`src/rtl/dpram_access_arbiter.sv`:
```
// dpram_access_arbiter
//   Two-port round-robin arbiter in front of the dual-port RAM peripheral.
//   Each granted word read/write is expanded into the peripheral's register
//   sequence: data (0x0), address (0x4), command (0x8), read strobe (0x2).
//
// Ports
//   clk, rst                 clock, asynchronous active-high reset
//   req0/1, we0/1            request (held until ack) and write enable
//   maddr0/1, wdata0/1       RAM word address and write data
//   ack0/1                   one-cycle completion pulse
//   rdata0/1                 read result, valid at ack, held until next read
//   busy                     high whenever the sequencer is not idle
//   ram_cs/wr/rd, ram_addr   peripheral strobes and register select
//   ram_dp_mem_addr          memory address presented to the peripheral
//   ram_dat_in / ram_dat_out data to / from the peripheral
module dpram_access_arbiter #(
  parameter int unsigned READ_LAT = 1
) (
  input  logic        clk,
  input  logic        rst,
  input  logic        req0,
  input  logic        req1,
  input  logic        we0,
  input  logic        we1,
  input  logic [7:0]  maddr0,
  input  logic [7:0]  maddr1,
  input  logic [15:0] wdata0,
  input  logic [15:0] wdata1,
  output logic        ack0,
  output logic        ack1,
  output logic [15:0] rdata0,
  output logic [15:0] rdata1,
  output logic        busy,
  output logic        ram_cs,
  output logic        ram_wr,
  output logic        ram_rd,
  output logic [3:0]  ram_addr,
  output logic [7:0]  ram_dp_mem_addr,
  output logic [15:0] ram_dat_in,
  input  logic [15:0] ram_dat_out
);

  typedef enum logic [3:0] {
    IDLE, W_DATA, W_ADDR, W_CMD, R_ADDR, R_CMD, R_STRB, R_WAIT, DONE
  } state_t;

  state_t      state, state_nxt;
  logic        port_q;      // port currently being served
  logic        last_q;      // port granted most recently (round-robin pointer)
  logic [7:0]  maddr_q;
  logic [15:0] wdata_q;
  logic [7:0]  maddr_hold;
  logic [15:0] wdata_hold;
  logic [2:0]  wait_cnt;
  logic        grant_any;
  logic        grant_port;
  logic        rd_last;

  // On a collision the port not granted last wins.
  always_comb begin
    grant_any = req0 | req1;
    if (req0 && req1) grant_port = ~last_q;
    else              grant_port = req1 & ~req0;
  end

  // Last cycle of the R_STRB/R_WAIT window: read data is valid here.
  always_comb begin
    rd_last = 1'b0;
    if (state == R_STRB && READ_LAT == 1) rd_last = 1'b1;
    if (state == R_WAIT && wait_cnt == 3'(READ_LAT - 2)) rd_last = 1'b1;
  end

  always_comb begin
    state_nxt = state;
    case (state)
      IDLE:    if (grant_any) state_nxt = (grant_port ? we1 : we0) ? W_DATA : R_ADDR;
      W_DATA:  state_nxt = W_ADDR;
      W_ADDR:  state_nxt = W_CMD;
      W_CMD:   state_nxt = DONE;
      R_ADDR:  state_nxt = R_CMD;
      R_CMD:   state_nxt = R_STRB;
      R_STRB:  state_nxt = rd_last ? DONE : R_WAIT;
      R_WAIT:  state_nxt = rd_last ? DONE : R_WAIT;
      DONE:    state_nxt = IDLE;
      default: state_nxt = IDLE;
    endcase
  end

  // Moore decode of the peripheral interface. Address/data outputs show the
  // latched fields in their own states and the last driven value elsewhere.
  always_comb begin
    ram_cs   = 1'b0;
    ram_wr   = 1'b0;
    ram_rd   = 1'b0;
    ram_addr = 4'h0;
    case (state)
      W_DATA: begin
        ram_cs = 1'b1; ram_wr = 1'b1; ram_addr = 4'h0;
      end
      W_ADDR, R_ADDR: begin
        ram_cs = 1'b1; ram_wr = 1'b1; ram_addr = 4'h4;
      end
      W_CMD, R_CMD: begin
        ram_cs = 1'b1; ram_wr = 1'b1; ram_addr = 4'h8;
      end
      R_STRB, R_WAIT: begin
        ram_cs = 1'b1; ram_rd = 1'b1; ram_addr = 4'h2;
      end
      default: ;
    endcase
    ram_dp_mem_addr = (state == W_ADDR || state == R_ADDR) ? maddr_q : maddr_hold;
    ram_dat_in      = (state == W_DATA) ? wdata_q : wdata_hold;
    ack0            = (state == DONE) && !port_q;
    ack1            = (state == DONE) &&  port_q;
    busy            = (state != IDLE);
  end

  always_ff @(posedge clk or posedge rst) begin
    if (rst) state <= IDLE;
    else     state <= state_nxt;
  end

  always_ff @(posedge clk or posedge rst) begin
    if (rst) begin
      port_q     <= 1'b0;
      last_q     <= 1'b1;
      maddr_q    <= '0;
      wdata_q    <= '0;
      maddr_hold <= '0;
      wdata_hold <= '0;
      wait_cnt   <= '0;
      rdata0     <= '0;
      rdata1     <= '0;
    end else begin
      if (state == IDLE && grant_any) begin
        port_q  <= grant_port;
        maddr_q <= grant_port ? maddr1 : maddr0;
        wdata_q <= grant_port ? wdata1 : wdata0;
      end
      if (state == W_ADDR || state == R_ADDR) maddr_hold <= maddr_q;
      if (state == W_DATA) wdata_hold <= wdata_q;
      if (state == R_STRB)      wait_cnt <= '0;
      else if (state == R_WAIT) wait_cnt <= wait_cnt + 3'd1;
      if (rd_last) begin
        if (port_q) rdata1 <= ram_dat_out;
        else        rdata0 <= ram_dat_out;
      end
      if (state == DONE) last_q <= port_q;
    end
  end

endmodule

```
`config.mk`:
```
export PLATFORM = sky130hd
export DESIGN_NAME = dpram_access_arbiter
export DESIGN_NICKNAME = d
export VERILOG_FILES = /design/src/rtl/dpram_access_arbiter.sv
export SDC_FILE = /design/constraint.sdc
export NUM_CORES = 1
export LEC_CHECK = 0
export ABC_AREA = 1
export ABC_CLOCK_PERIOD_IN_PS = 2700
export CORE_MARGIN = 2
export CORE_UTILIZATION = 41
export DETAILED_ROUTE_END_ITERATION = 10
export HOLD_SLACK_MARGIN = 0.15
export PLACE_DENSITY_LB_ADDON = 0.12
export SETUP_SLACK_MARGIN = 0.2
export SYNTH_ARGS = -nofsm -noshare
export SYNTH_HDL_FRONTEND = slang
export SYNTH_SLANG_ARGS = --single-unit
export TNS_END_PERCENT = 10
```
`constraint.sdc`:
```
create_clock -name clk -period 2.7 [get_ports clk]
set_input_delay 0.405 -clock clk [delete_from_list [all_inputs] [get_ports clk]]
set_output_delay 0.405 -clock clk [all_outputs]
set_load 0.005 [all_outputs]
```
Yosys cells after proc, flatten, opt, wreduce, memory -nomap -nowiden:

Index checks and enable logic that the tools add are counted.

* $add $sub $neg: 1
* equal/unequal tests: 10
* mux-type cells: 18
* bitwise logic cells: 5
* reductions and logical operators: 17

Operators by type and width (number)
* $mux 16: 2
* $pmux 4 s7: 1
* $eq 4x3->1 const B: 4
* $mux 8: 2
* $pmux 4 s3: 1
* $mux 3: 3
* $eq 4x2->1 const B: 2
* $mux 4: 2
* $mux 1: 7
* $reduce_or 7->1: 1
* $reduce_or 2->1: 3
* $logic_and 1x1->1: 5
* $reduce_or 5->1: 1
* $eq 4x1->1 const B: 1
* $eq 4x4->1 const B: 1
* $logic_not 4->1: 1
* $reduce_and 2->1: 2
* $reduce_bool 4->1: 1
* $add 3x1->3 const B: 1
* $eq 3x3->1 const B: 1
* $not 1->1: 3
* $ne 2x2->1 const B: 1
* $reduce_bool 2->1: 1
* $and 1x1->1: 1
* other kinds (3): 3

* bits in registers: 89
* input bits: 70
* output and inout port bits: 66

Depth between registers and ports, before layout:

* depth in word-level cells: 7
* gate-level depth with buffers: 10
* mapped depth without buffers: 9

Worst setup path before layout:

OpenSTA, ideal clock, no wires.

* path type: register -> output
* start: register state[3]
* end: output ram_dat_in[0]
* arrival: 1.201 ns
* setup slack: 1.094 ns
* cell stages (with the launch flop): 5
* buffers on the path: 1
* cell sequence: dfrtp_1 > nor2_1 > nand2_1 > clkbuf_1 > o21ai_0

* word-level cells in the longest chain between the ends: 2

RTL lines
* start, declared: line 47 `state_t state, state_nxt;`
* start signal, assigned: line 120 `else state <= state_nxt;`
* $eq 4x1->1: line 112 `ram_dat_in = (state == W_DATA) ? wdata_q : wdata_hold;`
* $mux 16
* end, declared: line 39 `output logic [15:0] ram_dat_in,`

No other way between the ends.

Worst setup path in the final report:

* start: register state[2]
* end: output ram_dp_mem_addr[7]

* word-level cells in the longest chain between the ends: 3
* elaborated cells between the ends (all ways): 4

RTL lines
* $eq 4x2->1 or $eq 4x3->1 (tied branches): line 111 `ram_dp_mem_addr = (state == W_ADDR || state == R_ADDR) ? maddr_q : maddr_hold;`
* $logic_or 1x1->1 (*): line 111
* $mux 8 (*)
* end, declared: line 38 `output logic [7:0] ram_dp_mem_addr,`

Every way passes the cells marked *; elsewhere a longest branch is shown, timed or not.

==> results.cfg <==
[placement]
dp_hpwl_um = 6840
dp_cells = 715
portBuffers = 134
routabilityCongestion = 0.888

[setup_path]
crit_path_end = ram_dp_mem_addr[7]
worstRegToRegCells = 6
worst_setup_path_startpoint = state[2]$_DFFE_PP0P_
worstSetupPathType = flip-flop to output pin
cp_max_fo = 10
reg2reg_slack_ns = 0.98
timing.critical_path.to_type = output pin
timing.critical_path.required_ns = 2.30
critPathArrivalTime_ns = 2.05
worst_setup_path_start_kind = flip-flop
rr_startpoint = state[3]$_DFFE_PP0P_
reg2reg_to = wdata_q[4]$_DFFE_PP0P_

[clocking]
numCtsBuffers = 9
worst_skew_pair.late_latency_ns = 0.34
htreeDepth = 3
path_clk_slew_ns = 0.09
clock_tree_from_tritoncts = built
cts_sinks = 89
clock-root-buffer = clkbuf_8
cts_buffer_depth = 2

[die]
ios = 136
die_area_um2 = 10300
floorplan.initialDensity = 0.422
die-height_um = 102
core.rowCount = 35
die-width_um = 102
core_region_area_um2 = 9240

[final_layout]
layout-area-overhead-vs-synth_pct = 45.1
final_common_cell = nand2_1
layout.cells.most_common_list = nand2_1 (210), clkdlybuf4s50_1 (134), dfrtp_1 (86), nand3_1 (36), inv_1 (26)
drive_gt1_frac = 0.0826
final_nets = 672
num_antenna_cells = 0
layoutNonFillerInstCount = 734

[sta]
period_minus_slack_ns = 2.45
final_min_period_over_clock_period = 0.908
worst_pin_slew_ns = 0.590
clock_skew_ns = 0.0118
max_clock_freq_mhz = 408
timing.final.setup_violations = 0
timing.final.hold_violations = 0
grt_setup_unrepaired = yes
final.setup.tns_ns = 0
drv_slew = 0
timing.hold.ws_ns = 0.462
worst_slew_margin_rel = 0.606

[grt]
first_global_vias = 3273
grt_util_met2 = 0.294
grt_antenna_before_repair = 0
grt.total_usage = 0.187
global_route_wire_length_before_repair_um = 15300
grt_start_max_net_pins = 36
globalRouteMet1Util = 0.257
grt.busiest_layer = met2
use_met3 = 0.0435
grt-ovfl-total = 0

[yosys]
synth.yosys.warnings = 0
synth-seq-area-share = 0.572
syn-instance-count = 463
syn_avg_cell_area_um2 = 8.42
cell_area_after_technology_mapping_um2 = 3900
synthDistinctLibCells = 25
biggest_area_contributors_in_the_synthesized_netlist = dfrtp_1 (56%), nand2_1 (20%), o21ai_0 (4.9%)
yosys_register_bits = 89
cell_type_contributing_the_most_total_cell_area_after_synthesis = dfrtp_1
syn-num-nets = 535
fraction_of_post_synthesis_cell_area_in_the_top_cell_type_by_area = 0.565

[route]
starting_drc_count_in_detailed_routing = 43
post_drt_via_cell_ratio = 4.65
first_pass_iters = 4
totalWireLength_um = 9340
detail_route.drc_violations = 0
routedWlPerCell_um = 12.7
antenna_left = 0
routed-via-count = 3414

[min_path]
worst_hold_path_type = primary input to asynchronous set/reset pin

[pwr]
power.density_cell_area_nw_per_um2 = 1110
power_leakage_nw = 2.70
power.ir.vdd_worst_v = 0.000557

[run]
number_of_max_capacitance_violations_reported = 0

[run_status]
run_status = complete, no violations
-- worst min-delay path by stage --
stage	from	to	cells past startpoint
2_1_floorplan	wait_cnt[1]$_DFFE_PP0P_	wait_cnt[1]$_DFFE_PP0P_	2
3_3_place_gp	rdata1[7]$_DFFE_PP0P_	rdata1[7]$_DFFE_PP0P_	2
3_5_place_dp	rdata0[7]$_DFFE_PP0P_	rdata0[7]$_DFFE_PP0P_	2
4_1_cts	rst	wdata_hold[5]$_DFF_PP0_	2
5_1_grt	rdata0[4]$_DFFE_PP0P_	rdata0[4]$_DFFE_PP0P_	2
6_report	rst	wdata_hold[7]$_DFF_PP0_	2
-- layer usage --
layer  share of wire  routed length [um]  vias to the layer above
li1                -                   -                     1724
met3           0.065                 603                        7
met5               0                   0                        -
met1            0.46                4260                     1583
met4          0.0088                  82                        0
met2            0.47                4400                      100
-- cells in the mapped netlist --
cell type    n
nand2_2      2
dfstp_2      1
inv_2        2
buf_6        6
nand2_1    210
nor2_8       2
buf_4        1
nand3_1     37
ha_1         2
nand2_4      1
o21ai_0     38
o21a_1       7
nor2_1      16
nand4_1      2
conb_1       1
a21oi_1      1
nor3_1       1
buf_2        5
dfrtp_1     88
inv_1       27
o21ai_1      1
clkbuf_1     7
buf_1        1
nor2_4       2
inv_4        2
-- kinds of logic after synthesis --
family                   count (synthesis)  synth area share
other                                    1          0.000962
adder cells (fa/ha/maj)                  2           0.00642
flip-flops                              89             0.572
AO/OA/AOI/OAI                           47            0.0648
AND/OR/NAND/NOR                        273             0.292
buffers and inverters                   51            0.0645
-- critical path, stage by stage, from the launching register on --
cell and delay, ns:
dfrtp_1 0.43, inv_1 0.11, nor2_4 0.13, nand2_1 0.12, nand2_4 0.12, inv_2 0.10, o21ai_1 0.18, clkdlybuf4s50_1 0.53
-- repair_timing --
action                                  in CTS  in global routing
endpoints found under the setup margin      25                 26
buffers inserted                             0                  3
pin swaps                                    0                  1
hold buffers                                 0                  0
resized for setup                            7                 24
-- power breakdown --
group / leakage, nW / internal, mW / total [mW] / switching (mW)
Combinational: 1.51 / 1.63 / 3.05 / 1.42
Clock: 0.102 / 0.484 / 0.960 / 0.476
Sequential: 1.08 / 1.98 / 2.28 / 0.302
-- registers in the layout (all words and copies together), names as in the netlist --
register / cells
last_q: 1
maddr_hold: 8
maddr_q: 8
port_q: 1
rdata0: 16
rdata1: 16
state: 4
wait_cnt: 3
wdata_hold: 16
wdata_q: 16
-- final cells by class --
type / instances / area [um2]
repair buffers: 146 / 1470
flip-flops and latches: 89 / 2230
multi-input cells: 323 / 1460
inverters: 31 / 125
fillers: 846 / 3580
clock buffers: 11 / 151
clock inverters: 5 / 62.6
well taps: 129 / 161
-- metrics by stage --
step                      area, um2  power, mW  setup slack, ns  utilization
final                          5660       6.29            0.249        0.612
after global routing           5660       6.81            0.158        0.612
after detailed placement       5360       5.20            0.362        0.580
after global placement         5360       5.14            0.396        0.580
after floorplan                3900       3.63             1.09            -
after CTS                      5580       6.20            0.144        0.604
(Power assumes the default switching activity.)
